**src/rtl/hps_fpga_mem_stream_reader_if.sv**
```systemverilog
// ---------------------------------------------------------------------------
// hps_fpga_mem_stream_reader_if
// Bundles the two buses of the stream reader:
//   - RAM read port: mem_address, mem_chipselect, mem_write, mem_byteenable,
//     mem_clken (driven by the reader), mem_readdata (returned by the RAM,
//     valid one clock after the address).
//   - Avalon-ST source: src_data, src_valid, src_sop, src_eop (driven by the
//     reader), src_ready (driven by the sink, readyLatency 0).
// Modports:
//   master - the reader side.
//   slave  - the RAM/sink side (testbench or surrounding fabric).
// ---------------------------------------------------------------------------
`timescale 1ns/1ps

interface hps_fpga_mem_stream_reader_if #(
  parameter int ADDR_W = 13,
  parameter int DATA_W = 64
);
  logic [ADDR_W-1:0]   mem_address;
  logic                mem_chipselect;
  logic                mem_write;
  logic [DATA_W/8-1:0] mem_byteenable;
  logic                mem_clken;
  logic [DATA_W-1:0]   mem_readdata;

  logic [DATA_W-1:0]   src_data;
  logic                src_valid;
  logic                src_ready;
  logic                src_sop;
  logic                src_eop;

  modport master (
    output mem_address, mem_chipselect, mem_write, mem_byteenable, mem_clken,
    input  mem_readdata,
    output src_data, src_valid, src_sop, src_eop,
    input  src_ready
  );

  modport slave (
    input  mem_address, mem_chipselect, mem_write, mem_byteenable, mem_clken,
    output mem_readdata,
    input  src_data, src_valid, src_sop, src_eop,
    output src_ready
  );
endinterface

```
**src/rtl/hps_fpga_mem_stream_reader.sv**
```systemverilog
// ---------------------------------------------------------------------------
// hps_fpga_mem_stream_reader
// Reads num_words consecutive 64-bit words from the on-chip RAM starting at
// base_addr and emits them as one Avalon-ST packet (sop on the first word,
// eop on the last). A small skid FIFO absorbs the one-cycle RAM read latency
// so that reads are only issued when there is guaranteed room for the data.
//
// Ports:
//   clk, reset_n   single clock, asynchronous active-low reset
//   start          launch pulse, accepted only when idle
//   base_addr      first word address (sampled on accepted start)
//   num_words      word count 0..2^ADDR_W (sampled on accepted start)
//   abort          stop the transfer and flush the FIFO (ignored when idle)
//   busy           high from accepted start until the done cycle
//   done           one-cycle completion/abort pulse
//   checksum       running XOR of accepted stream words (optional)
//   bus            RAM read port + Avalon-ST source (master modport)
//
// Build option:
//   HPS_FPGA_MEM_STREAM_READER_CHECKSUM_EN adds the checksum output and its
//   accumulator; without it neither exists.
// ---------------------------------------------------------------------------
`timescale 1ns/1ps

module hps_fpga_mem_stream_reader #(
  parameter int ADDR_W     = 13,
  parameter int DATA_W     = 64,
  parameter int FIFO_DEPTH = 4
) (
  input  logic              clk,
  input  logic              reset_n,
  input  logic              start,
  input  logic [ADDR_W-1:0] base_addr,
  input  logic [ADDR_W:0]   num_words,
  input  logic              abort,
  output logic              busy,
  output logic              done,
`ifdef HPS_FPGA_MEM_STREAM_READER_CHECKSUM_EN
  output logic [DATA_W-1:0] checksum,
`endif
  hps_fpga_mem_stream_reader_if.master bus
);

  localparam int PTR_W = (FIFO_DEPTH > 1) ? $clog2(FIFO_DEPTH) : 1;
  localparam int CNT_W = PTR_W + 1;

  typedef enum logic [1:0] {
    S_IDLE,
    S_RUN,
    S_DRAIN,
    S_DONE
  } state_t;

  state_t            state;
  logic [ADDR_W-1:0] rd_addr;
  logic [ADDR_W:0]   rd_left;   // reads still to issue
  logic [ADDR_W:0]   out_left;  // words still to hand to the stream
  logic              sop_pend;
  logic              vld_p1;    // read issued last cycle, data on mem_readdata

  logic [DATA_W-1:0] fifo_mem [FIFO_DEPTH];
  logic [PTR_W-1:0]  wr_ptr;
  logic [PTR_W-1:0]  rd_ptr;
  logic [CNT_W-1:0]  fifo_cnt;
  logic [CNT_W-1:0]  cnt_nxt;
  logic [CNT_W:0]    occ;

  logic active;
  logic flush;
  logic issue;
  logic push;
  logic pop;
  logic src_vld;

  // Room check counts the word already in flight, so a read is only issued
  // when its data is certain to fit; the FIFO cannot overflow.
  always_comb begin
    active  = (state == S_RUN) || (state == S_DRAIN);
    flush   = abort && active;
    occ     = {1'b0, fifo_cnt} + {{CNT_W{1'b0}}, vld_p1};
    issue   = (state == S_RUN) && !abort && (rd_left != '0) &&
              (occ < (CNT_W+1)'(FIFO_DEPTH));
    src_vld = (fifo_cnt != '0);
    pop     = src_vld && bus.src_ready;
    push    = vld_p1 && !flush;
    cnt_nxt = fifo_cnt + {{(CNT_W-1){1'b0}}, push} - {{(CNT_W-1){1'b0}}, pop};
  end

  // ---- stage p0: control FSM, read issue -------------------------------
  always_ff @(posedge clk or negedge reset_n) begin
    if (!reset_n) begin
      state    <= S_IDLE;
      busy     <= 1'b0;
      done     <= 1'b0;
      rd_addr  <= '0;
      rd_left  <= '0;
      out_left <= '0;
      sop_pend <= 1'b0;
      vld_p1   <= 1'b0;
    end else begin
      done   <= 1'b0;
      vld_p1 <= issue;
      if (issue) begin
        rd_addr <= rd_addr + 1'b1;  // wraps modulo 2^ADDR_W
        rd_left <= rd_left - 1'b1;
      end
      if (pop) begin
        sop_pend <= 1'b0;
        if (out_left != '0) out_left <= out_left - 1'b1;
      end
      case (state)
        S_IDLE: begin
          if (start) begin
            rd_addr  <= base_addr;
            rd_left  <= num_words;
            out_left <= num_words;
            sop_pend <= 1'b1;
            if (num_words == '0) begin
              state <= S_DONE;
              done  <= 1'b1;
            end else begin
              state <= S_RUN;
              busy  <= 1'b1;
            end
          end
        end
        S_RUN: begin
          if (abort) begin
            state <= S_DONE;
            busy  <= 1'b0;
            done  <= 1'b1;
          end else if (issue && (rd_left == (ADDR_W+1)'(1))) begin
            state <= S_DRAIN;
          end
        end
        S_DRAIN: begin
          // Finish in the cycle the last word leaves, so done follows it.
          if (abort || (!vld_p1 && (cnt_nxt == '0))) begin
            state <= S_DONE;
            busy  <= 1'b0;
            done  <= 1'b1;
          end
        end
        default: begin
          state <= S_IDLE;
        end
      endcase
    end
  end

  // ---- stage p1: read data enters the skid FIFO ------------------------
  always_ff @(posedge clk or negedge reset_n) begin
    if (!reset_n) begin
      wr_ptr   <= '0;
      rd_ptr   <= '0;
      fifo_cnt <= '0;
    end else if (flush) begin
      wr_ptr   <= '0;
      rd_ptr   <= '0;
      fifo_cnt <= '0;
    end else begin
      if (push) wr_ptr <= wr_ptr + 1'b1;
      if (pop)  rd_ptr <= rd_ptr + 1'b1;
      fifo_cnt <= cnt_nxt;
    end
  end

  always_ff @(posedge clk) begin
    if (push) fifo_mem[wr_ptr] <= bus.mem_readdata;
  end

  // ---- stage p2: stream output from the FIFO head ----------------------
  // Data is masked while invalid so the bus reads zero out of reset
  // without resetting the storage array.
  always_comb begin
    bus.src_valid      = src_vld;
    bus.src_data       = src_vld ? fifo_mem[rd_ptr] : '0;
    bus.src_sop        = src_vld && sop_pend;
    bus.src_eop        = src_vld && (out_left == (ADDR_W+1)'(1));
    bus.mem_address    = rd_addr;
    bus.mem_chipselect = issue;
    bus.mem_write      = 1'b0;
    bus.mem_byteenable = '1;
    bus.mem_clken      = 1'b1;
  end

`ifdef HPS_FPGA_MEM_STREAM_READER_CHECKSUM_EN
  always_ff @(posedge clk or negedge reset_n) begin
    if (!reset_n) begin
      checksum <= '0;
    end else if (start && (state == S_IDLE)) begin
      checksum <= '0;
    end else if (pop) begin
      checksum <= checksum ^ fifo_mem[rd_ptr];
    end
  end
`endif

endmodule

```
**src/flat_wrapper.sv**
```systemverilog
// flat-port wrapper written by rule: the top's interface ports become plain ports
module hps_fpga_mem_stream_reader_flat 
#(
  parameter int ADDR_W     = 13,
  parameter int DATA_W     = 64,
  parameter int FIFO_DEPTH = 4
)
  (clk, reset_n, start, base_addr, num_words, abort, busy, done, bus_mem_address, bus_mem_chipselect, bus_mem_write, bus_mem_byteenable, bus_mem_clken, bus_mem_readdata, bus_src_data, bus_src_valid, bus_src_sop, bus_src_eop, bus_src_ready);
  hps_fpga_mem_stream_reader_if #(.ADDR_W(ADDR_W), .DATA_W(DATA_W)) bus_i ();
  input  logic clk;
  input  logic reset_n;
  input  logic start;
  input  logic [ADDR_W-1:0] base_addr;
  input  logic [ADDR_W:0] num_words;
  input  logic abort;
  output logic busy;
  output logic done;
  output wire logic [$bits(bus_i.mem_address)-1:0] bus_mem_address;
  output wire logic [$bits(bus_i.mem_chipselect)-1:0] bus_mem_chipselect;
  output wire logic [$bits(bus_i.mem_write)-1:0] bus_mem_write;
  output wire logic [$bits(bus_i.mem_byteenable)-1:0] bus_mem_byteenable;
  output wire logic [$bits(bus_i.mem_clken)-1:0] bus_mem_clken;
  input wire logic [$bits(bus_i.mem_readdata)-1:0] bus_mem_readdata;
  output wire logic [$bits(bus_i.src_data)-1:0] bus_src_data;
  output wire logic [$bits(bus_i.src_valid)-1:0] bus_src_valid;
  output wire logic [$bits(bus_i.src_sop)-1:0] bus_src_sop;
  output wire logic [$bits(bus_i.src_eop)-1:0] bus_src_eop;
  input wire logic [$bits(bus_i.src_ready)-1:0] bus_src_ready;
  assign bus_mem_address = bus_i.mem_address;
  assign bus_mem_chipselect = bus_i.mem_chipselect;
  assign bus_mem_write = bus_i.mem_write;
  assign bus_mem_byteenable = bus_i.mem_byteenable;
  assign bus_mem_clken = bus_i.mem_clken;
  assign bus_i.mem_readdata = bus_mem_readdata;
  assign bus_src_data = bus_i.src_data;
  assign bus_src_valid = bus_i.src_valid;
  assign bus_src_sop = bus_i.src_sop;
  assign bus_src_eop = bus_i.src_eop;
  assign bus_i.src_ready = bus_src_ready;
  hps_fpga_mem_stream_reader #(.ADDR_W(ADDR_W), .DATA_W(DATA_W), .FIFO_DEPTH(FIFO_DEPTH)) u_core (.clk(clk), .reset_n(reset_n), .start(start), .base_addr(base_addr), .num_words(num_words), .abort(abort), .busy(busy), .done(done), .bus(bus_i));
endmodule
```
**config.mk**
```make
export PLATFORM = sky130hd
export DESIGN_NAME = hps_fpga_mem_stream_reader_flat
export DESIGN_NICKNAME = d
export VERILOG_FILES = /design/src/rtl/hps_fpga_mem_stream_reader_if.sv /design/src/rtl/hps_fpga_mem_stream_reader.sv /design/src/flat_wrapper.sv
export SDC_FILE = /design/constraint.sdc
export NUM_CORES = 1
export LEC_CHECK = 0
export BUFFER_PORTS_ARGS = -buffer_cell sky130_fd_sc_hd__buf_2
export CORE_ASPECT_RATIO = 0.6
export CORE_MARGIN = 3
export CORE_UTILIZATION = 35
export CTS_BUF_LIST = sky130_fd_sc_hd__clkbuf_16
export DETAILED_ROUTE_END_ITERATION = 7
export SETUP_SLACK_MARGIN = 0.02
export SLEW_MARGIN = 20
export SYNTH_ARGS = -nofsm -noshare
export SYNTH_HDL_FRONTEND = slang
export SYNTH_SLANG_ARGS = --single-unit
```
**constraint.sdc**
```tcl
create_clock -name clk -period 3.65 [get_ports clk]
set_input_delay 0.73 -clock clk [delete_from_list [all_inputs] [get_ports clk]]
set_output_delay 0.73 -clock clk [all_outputs]
set_load 0.03 [all_outputs]
```
# Word-level counts from Yosys, hierarchy flattened
# Memory sizes are Yosys's and may differ from the RTL's.
# Index checks and enable logic that the tools add are counted.
[word_totals]
input_bits = 96
register_bits = 54
word_cells = 93
memories = 1
mem_bits_rw = 256
[classes]
mux = 37
magnitude_cmp = 1
n_eq_ne = 9
add_sub_neg = 8
reduce_logical = 26
[mem_list]
columns = ["name", "depth", "width", "read_ports", "rd_ports_with_merged_regs", "write_ports", "line_no", "rtl"]
rows = [
  ["u_core.fifo_mem", 4, 64, 1, 0, 1, "hps_fpga_mem_stream_reader.sv:61", "logic [DATA_W-1:0] fifo_mem [FIFO_DEPTH];"],
]
[ops]
columns = ["cell", "n"]
rows = [
  ["$mux 14", 7],
  ["$mux 64", 1],
  ["$mux 13", 3],
  ["$eq 14x1->1 const B", 2],
  ["$reduce_bool 14->1", 2],
  ["$sub 14x1->14 const B", 2],
  ["$mux 2", 9],
  ["$logic_not 14->1", 1],
  ["$add 13x1->13 const B", 1],
  ["$mux 1", 13],
  ["$logic_and 1x1->1", 10],
  ["$ne 2x2->1 const B", 4],
  ["$pmux 1 s3", 2],
  ["$pmux 2 s3", 1],
  ["$reduce_bool 3->1", 2],
  ["$reduce_and 5->1", 1],
  ["$add 2x1->2 const B", 2],
  ["$add 3x1->4", 1],
  ["$lt 4x3->1 const B", 1],
  ["$reduce_bool 2->1", 2],
  ["$add 3x1->3", 1],
  ["$logic_not 1->1", 3],
  ["$logic_not 3->1", 1],
  ["$mux 3", 1],
  ["7 further kinds", 8],
]

# Depth between registers and ports, before layout
[logic_depth]
ltp_word = 12
mapped_depth = 12
mapped_depth_nobuf = 12

# Worst setup path after synthesis
# No wires, ideal clock.
[synth_timing]
path_kind = "input to register"
start = "input bus_src_ready"
end = "register u_core.state[0]"
setup_slack_ps = 623
path_buffers = 0
required_ps = 3525
setup_ps = 125
arrival_ps = 2902
path_stages = 12
cell_sequence = "o31ai_1 clkinv_1 ha_1 inv_1 ha_1 inv_1 fa_1 xnor2_1 a31oi_1 a2bb2oi_1 o21ai_0 mux2_2"
[synth_via]
elab_chain_cells = 7
[synth_lines]
columns = ["element", "line_no", "rtl"]
rows = [
  ["start, declared", "flat_wrapper.sv:28", "input wire logic [$bits(bus_i.src_ready)-1:0] bus_src_ready;"],
  ["$logic_and 1x1->1", "hps_fpga_mem_stream_reader.sv:84", "pop = src_vld && bus.src_ready;"],
  ["$sub 3x1->3", "hps_fpga_mem_stream_reader.sv:86", "cnt_nxt = fifo_cnt + {{(CNT_W-1){1'b0}}, push} - {{(CNT_W-1){1'b0}}, pop};"],
  ["$logic_not 3->1", "hps_fpga_mem_stream_reader.sv:138", "if (abort || (!vld_p1 && (cnt_nxt == '0))) begin"],
  ["$logic_and 1x1->1", "hps_fpga_mem_stream_reader.sv:138", ""],
  ["$logic_or 1x1->1", "hps_fpga_mem_stream_reader.sv:138", ""],
  ["$ne 2x2->1 (no source line)", "-", ""],
  ["$reduce_and 3->1 (no source line)", "-", ""],
  ["end signal, assigned", "hps_fpga_mem_stream_reader.sv:133", "state <= S_DRAIN;"],
  ["end signal, assigned", "hps_fpga_mem_stream_reader.sv:139", "state <= S_DONE;"],
  ["end signal, assigned", "hps_fpga_mem_stream_reader.sv:145", "state <= S_IDLE;"],
  ["end, declared", "hps_fpga_mem_stream_reader.sv:54", "state_t state;"],
]
# No other way between the ends.
# A chain may end at the register's enable or synchronous reset.

# Final worst setup path
[layout_timing]
start = "register u_core.rd_left[0]"
end = "output bus_mem_chipselect"
[layout_via]
elab_chain_cells = 3
[layout_lines]
columns = ["element", "line_no", "rtl"]
rows = [
  ["start, declared", "hps_fpga_mem_stream_reader.sv:56", "logic [ADDR_W:0] rd_left;"],
  ["start signal, assigned", "hps_fpga_mem_stream_reader.sv:105", "rd_left <= rd_left - 1'b1;"],
  ["start signal, assigned", "hps_fpga_mem_stream_reader.sv:115", "rd_left <= num_words;"],
  ["$reduce_bool 14->1", "hps_fpga_mem_stream_reader.sv:81", "issue = (state == S_RUN) && !abort && (rd_left != '0) &&"],
  ["$logic_and 1x1->1 (2 in series)", "hps_fpga_mem_stream_reader.sv:81", ""],
  ["end, declared", "flat_wrapper.sv:19", "output wire logic [$bits(bus_i.mem_chipselect)-1:0] bus_mem_chipselect;"],
]
# No other way between the ends.

==> impl_metrics.csv <==
group,metric,value,unit
routing,vias,7291,
yosys,synthesis.area,13000,µm²
timing,setup_tns,0,ps
routing,dr.pass1.iters,5,
yosys,synth_top_flop_cell,"edfxtp_1",
outcome,outcome,"finished clean",
floorplan,die-area,39500,µm²
yosys,yosysSeqAreaShare,0.696,
yosys,synth-edff-count,256,
timing,period_share,0.937,
timing,worstMarginPinSlew,728,ps
critical_path,crit_fanout,10,
timing,fin_hold_ws,53.0,ps
placed_design,placed_area,14500,µm²
yosys,synth_area_per_cell,16.8,µm²
yosys,ys.warnings.count,0,
timing,slew_headroom,0.515,
global_routing,grt_max_degree,44,
critical_path,cp-end-kind,"primary output",
floorplan,coreArea,35800,µm²
pwr,sw_frac_of_total,0.368,
yosys,synth_top_area_share,0.592,
critical_path,startpoint,"u_core.rd_left[0]$_DFF_PN0_",
pwr,intPower,7.73,mW
floorplan,row_count,53,
global_routing,grt_first_pass_wirelength,44.6,mm
timing,hold_viol,0,
floorplan,ios,189,
critical_path,crit_type,"flip-flop to primary output",
yosys,synthTopCellsByArea,"edfxtp_1 (59%), mux4_2 (11%), dfrtp_1 (10%)",
global_routing,grt_use_total,0.146,
critical_path,start_kind,"flip-flop",
placed_design,dpl.hpwl,18.7,mm
finish,finalNetCount,1077,
clock_network,cts_max_level,1,
pwr,p_leak,5.43,nW
critical_path,cp_cell_sequence,"inv_1 -> ha_1 -> or4b_4 -> nor4_2 -> buf_4 -> nor2_1 -> buf_2",
global_routing,grt_pass1_vias,7465,
floorplan,start_util,0.363,
routing,wl,28.7,mm
placed_design,numPortBuffers,178,
yosys,ys_ff_latch,310,
timing,skew,21.1,ps
timing,finalSetupViolCount,0,
min_path,min_path_type,"input pin to asynchronous set/reset pin",
clock_network,clk_path_buf_depth,3,
pwr,pwr-share-seq,0.385,
routing,detail_route.wl_per_cell,19.8,µm
clock_network,path_clk_slew,60,ps
timing,worst_slack,229,ps
finish,drive_gt1_frac,0.330,
placed_design,post-place-ws,445,ps
yosys,yosys.area.top_type,"edfxtp_1",
timing,rsz0062_at_grt,"false",
routing,drc_errors,0,
pwr,powerDensity,792,nW/µm²
yosys,async_flop_share,0.174,
clock_network,cts-root-buf,"clkbuf_16",
timing,maxSlewViolCount,0,
flow_run,drv_cap,0,
yosys,netlist_instances,774,
floorplan,die_w,255,µm
pwr,p_total,12.2,mW
clock_network,cts_tree,"yes",
timing,fin_crit,3420,ps
finish,antenna_cells,0,
finish,areaGrowthSynthToFinish,18.9,%
clock_network,clock_sinks,310,
routing,viasPerCell,5.02,
critical_path,critPathMaxStageDelay,530,ps
placed_design,place_congestion,0.824,
global_routing,gr-total-overflow,0,
clock_network,worstSkewPairLatency,560,ps
critical_path,slowest_stage,"or4b_4",
floorplan,die_h,155,µm
timing,fmax,0.292,GHz
critical_path,critPathRequiredTime,2920,ps
critical_path,crit_arrival,2690,ps
finish,design_area,15400,µm²
routing,drtAntennaViolNets,0,
pwr,ir_drop,0.000376,V
pwr,combPwrFrac,0.371,
clock_network,cts_buffers,30,
pwr,clkPwrFrac,0.244,
global_routing,grt_antenna_before_repair,2,
yosys,yosysUniqueCellTypes,57,
critical_path,r2r-start,"u_core.fifo_cnt[1]$_DFF_PN0_",
routing,drtIter0Drc,528,
pwr,p_switching,4.49,mW
[worst max-delay path, delay by kind of cell (launching register included)]
family / cells / cell delay, ps
adders and majority gates: 1 / 230
DFF: 1 / 460
buffers and inverters: 3 / 560
and+or+nand+nor: 3 / 900
[Yosys cell counts (all sizes together), types with 5 or more instances]
library cell / count
dfrtp: 54
xor2: 16
nor3: 13
nand3: 11
o21ai: 15
a21oi: 34
mux4: 64
or3: 5
nand4: 9
and2: 70
nand2: 22
ha: 17
edfxtp: 256
xnor2: 24
nor2: 41
clkbuf: 21
nor4: 12
buf: 21
inv: 15
and3: 7
[path summary, 6_finish.rpt]
kind                                                        to  slack [ps]  cells past startpoint
setup / recovery                            bus_mem_chipselect         230                      7
hold / removal                    u_core.wr_ptr[0]$_DFFE_PN0P_          50                      1
setup reg to reg                   u_core.state[1]$_DFFE_PN0P_         460                     12
hold reg to reg                      u_core.sop_pend$_DFF_PN0_         480                      2
max in group asynchronous         u_core.out_left[8]$_DFF_PN0_        2720                      2
min in group clk           u_core.bus.mem_address[5]$_DFF_PN0_         370                      3
[power by group through the flow]
stage / Sequential, mW / Combinational [mW] / Clock (mW)
floorplan: 4.81 / 3.17 / 0
global placement: 4.74 / 4.59 / 0
detailed placement: 4.76 / 4.62 / 0
CTS: 4.69 / 4.64 / 3.08
global route: 4.76 / 4.95 / 3.23
finish: 4.70 / 4.54 / 2.98
[through the flow]
step,std cells,util
global placement,1398,0.405
detailed placement,1398,0.405
global route,1452,0.431
CTS,1452,0.431
finish,1452,0.431
floorplan,782,-
[metal layers]
| layer | GRT usage | vias to the layer above | part of all wire |
|---|---|---|---|
| met4 | 0.0274 | 4 | 0.016 |
| met5 | 0 | - | 0.00094 |
| met1 | 0.216 | 3698 | 0.47 |
| li1 | - | 3339 | - |
| met3 | 0.0341 | 33 | 0.067 |
| met2 | 0.223 | 217 | 0.45 |
[logic make-up after synthesis]
| group | after synthesis | share of synthesized area |
|---|---|---|
| buffers and inverters | 60 | 0.0221 |
| xor gates and xnor gates | 40 | 0.0270 |
| and+or+nand+nor | 208 | 0.0906 |
| DFF | 310 | 0.696 |
| muxes | 70 | 0.116 |
| other | 2 | 0.000579 |
| adders and majority gates | 18 | 0.0179 |
| AOI/OAI and AO/OA | 66 | 0.0296 |
[layout by cell type, fill, tap and decap left out, types with 13 or more instances in the layout]
cell type  instances
mux4_2            64
xnor2_1           24
ha_1              17
edfxtp_1         256
o21ai_0           14
a21oi_1           34
buf_2            178
dfrtp_1           52
nand2_1           21
clkbuf_16         31
nor2_1            41
and2_1            69
nor3_1            13
inv_1             18
xor2_1            16
[final cells by class]
type	count	area (µm²)
Tap cell	467	584
Inverter	16	60.1
Clock inverter	23	163
Clock buffer	31	776
Sequential cell	310	9040
Multi-Input combinational cell	412	3720
Timing Repair Buffer	193	1090
Fill cell	3198	20400
[flip-flops by register name, indices dropped and copies added (netlist names)]
name,cells
u_core.fifo_mem,256
u_core.out_left,14
u_core.rd_left,14
u_core.bus.mem_address,13
u_core.fifo_cnt,3
u_core.rd_ptr,2
u_core.state,2
u_core.wr_ptr,2
u_core.busy,1
u_core.done,1
u_core.sop_pend,1
u_core.vld_p1,1
[what timing repair did]
action	4_1_cts	5_1_grt
resized for setup	0	2
hold buffers	0	0
setup buffers	0	0
setup endpoints to repair	0	1
Note: power is estimated with default switching activity, not from simulation.
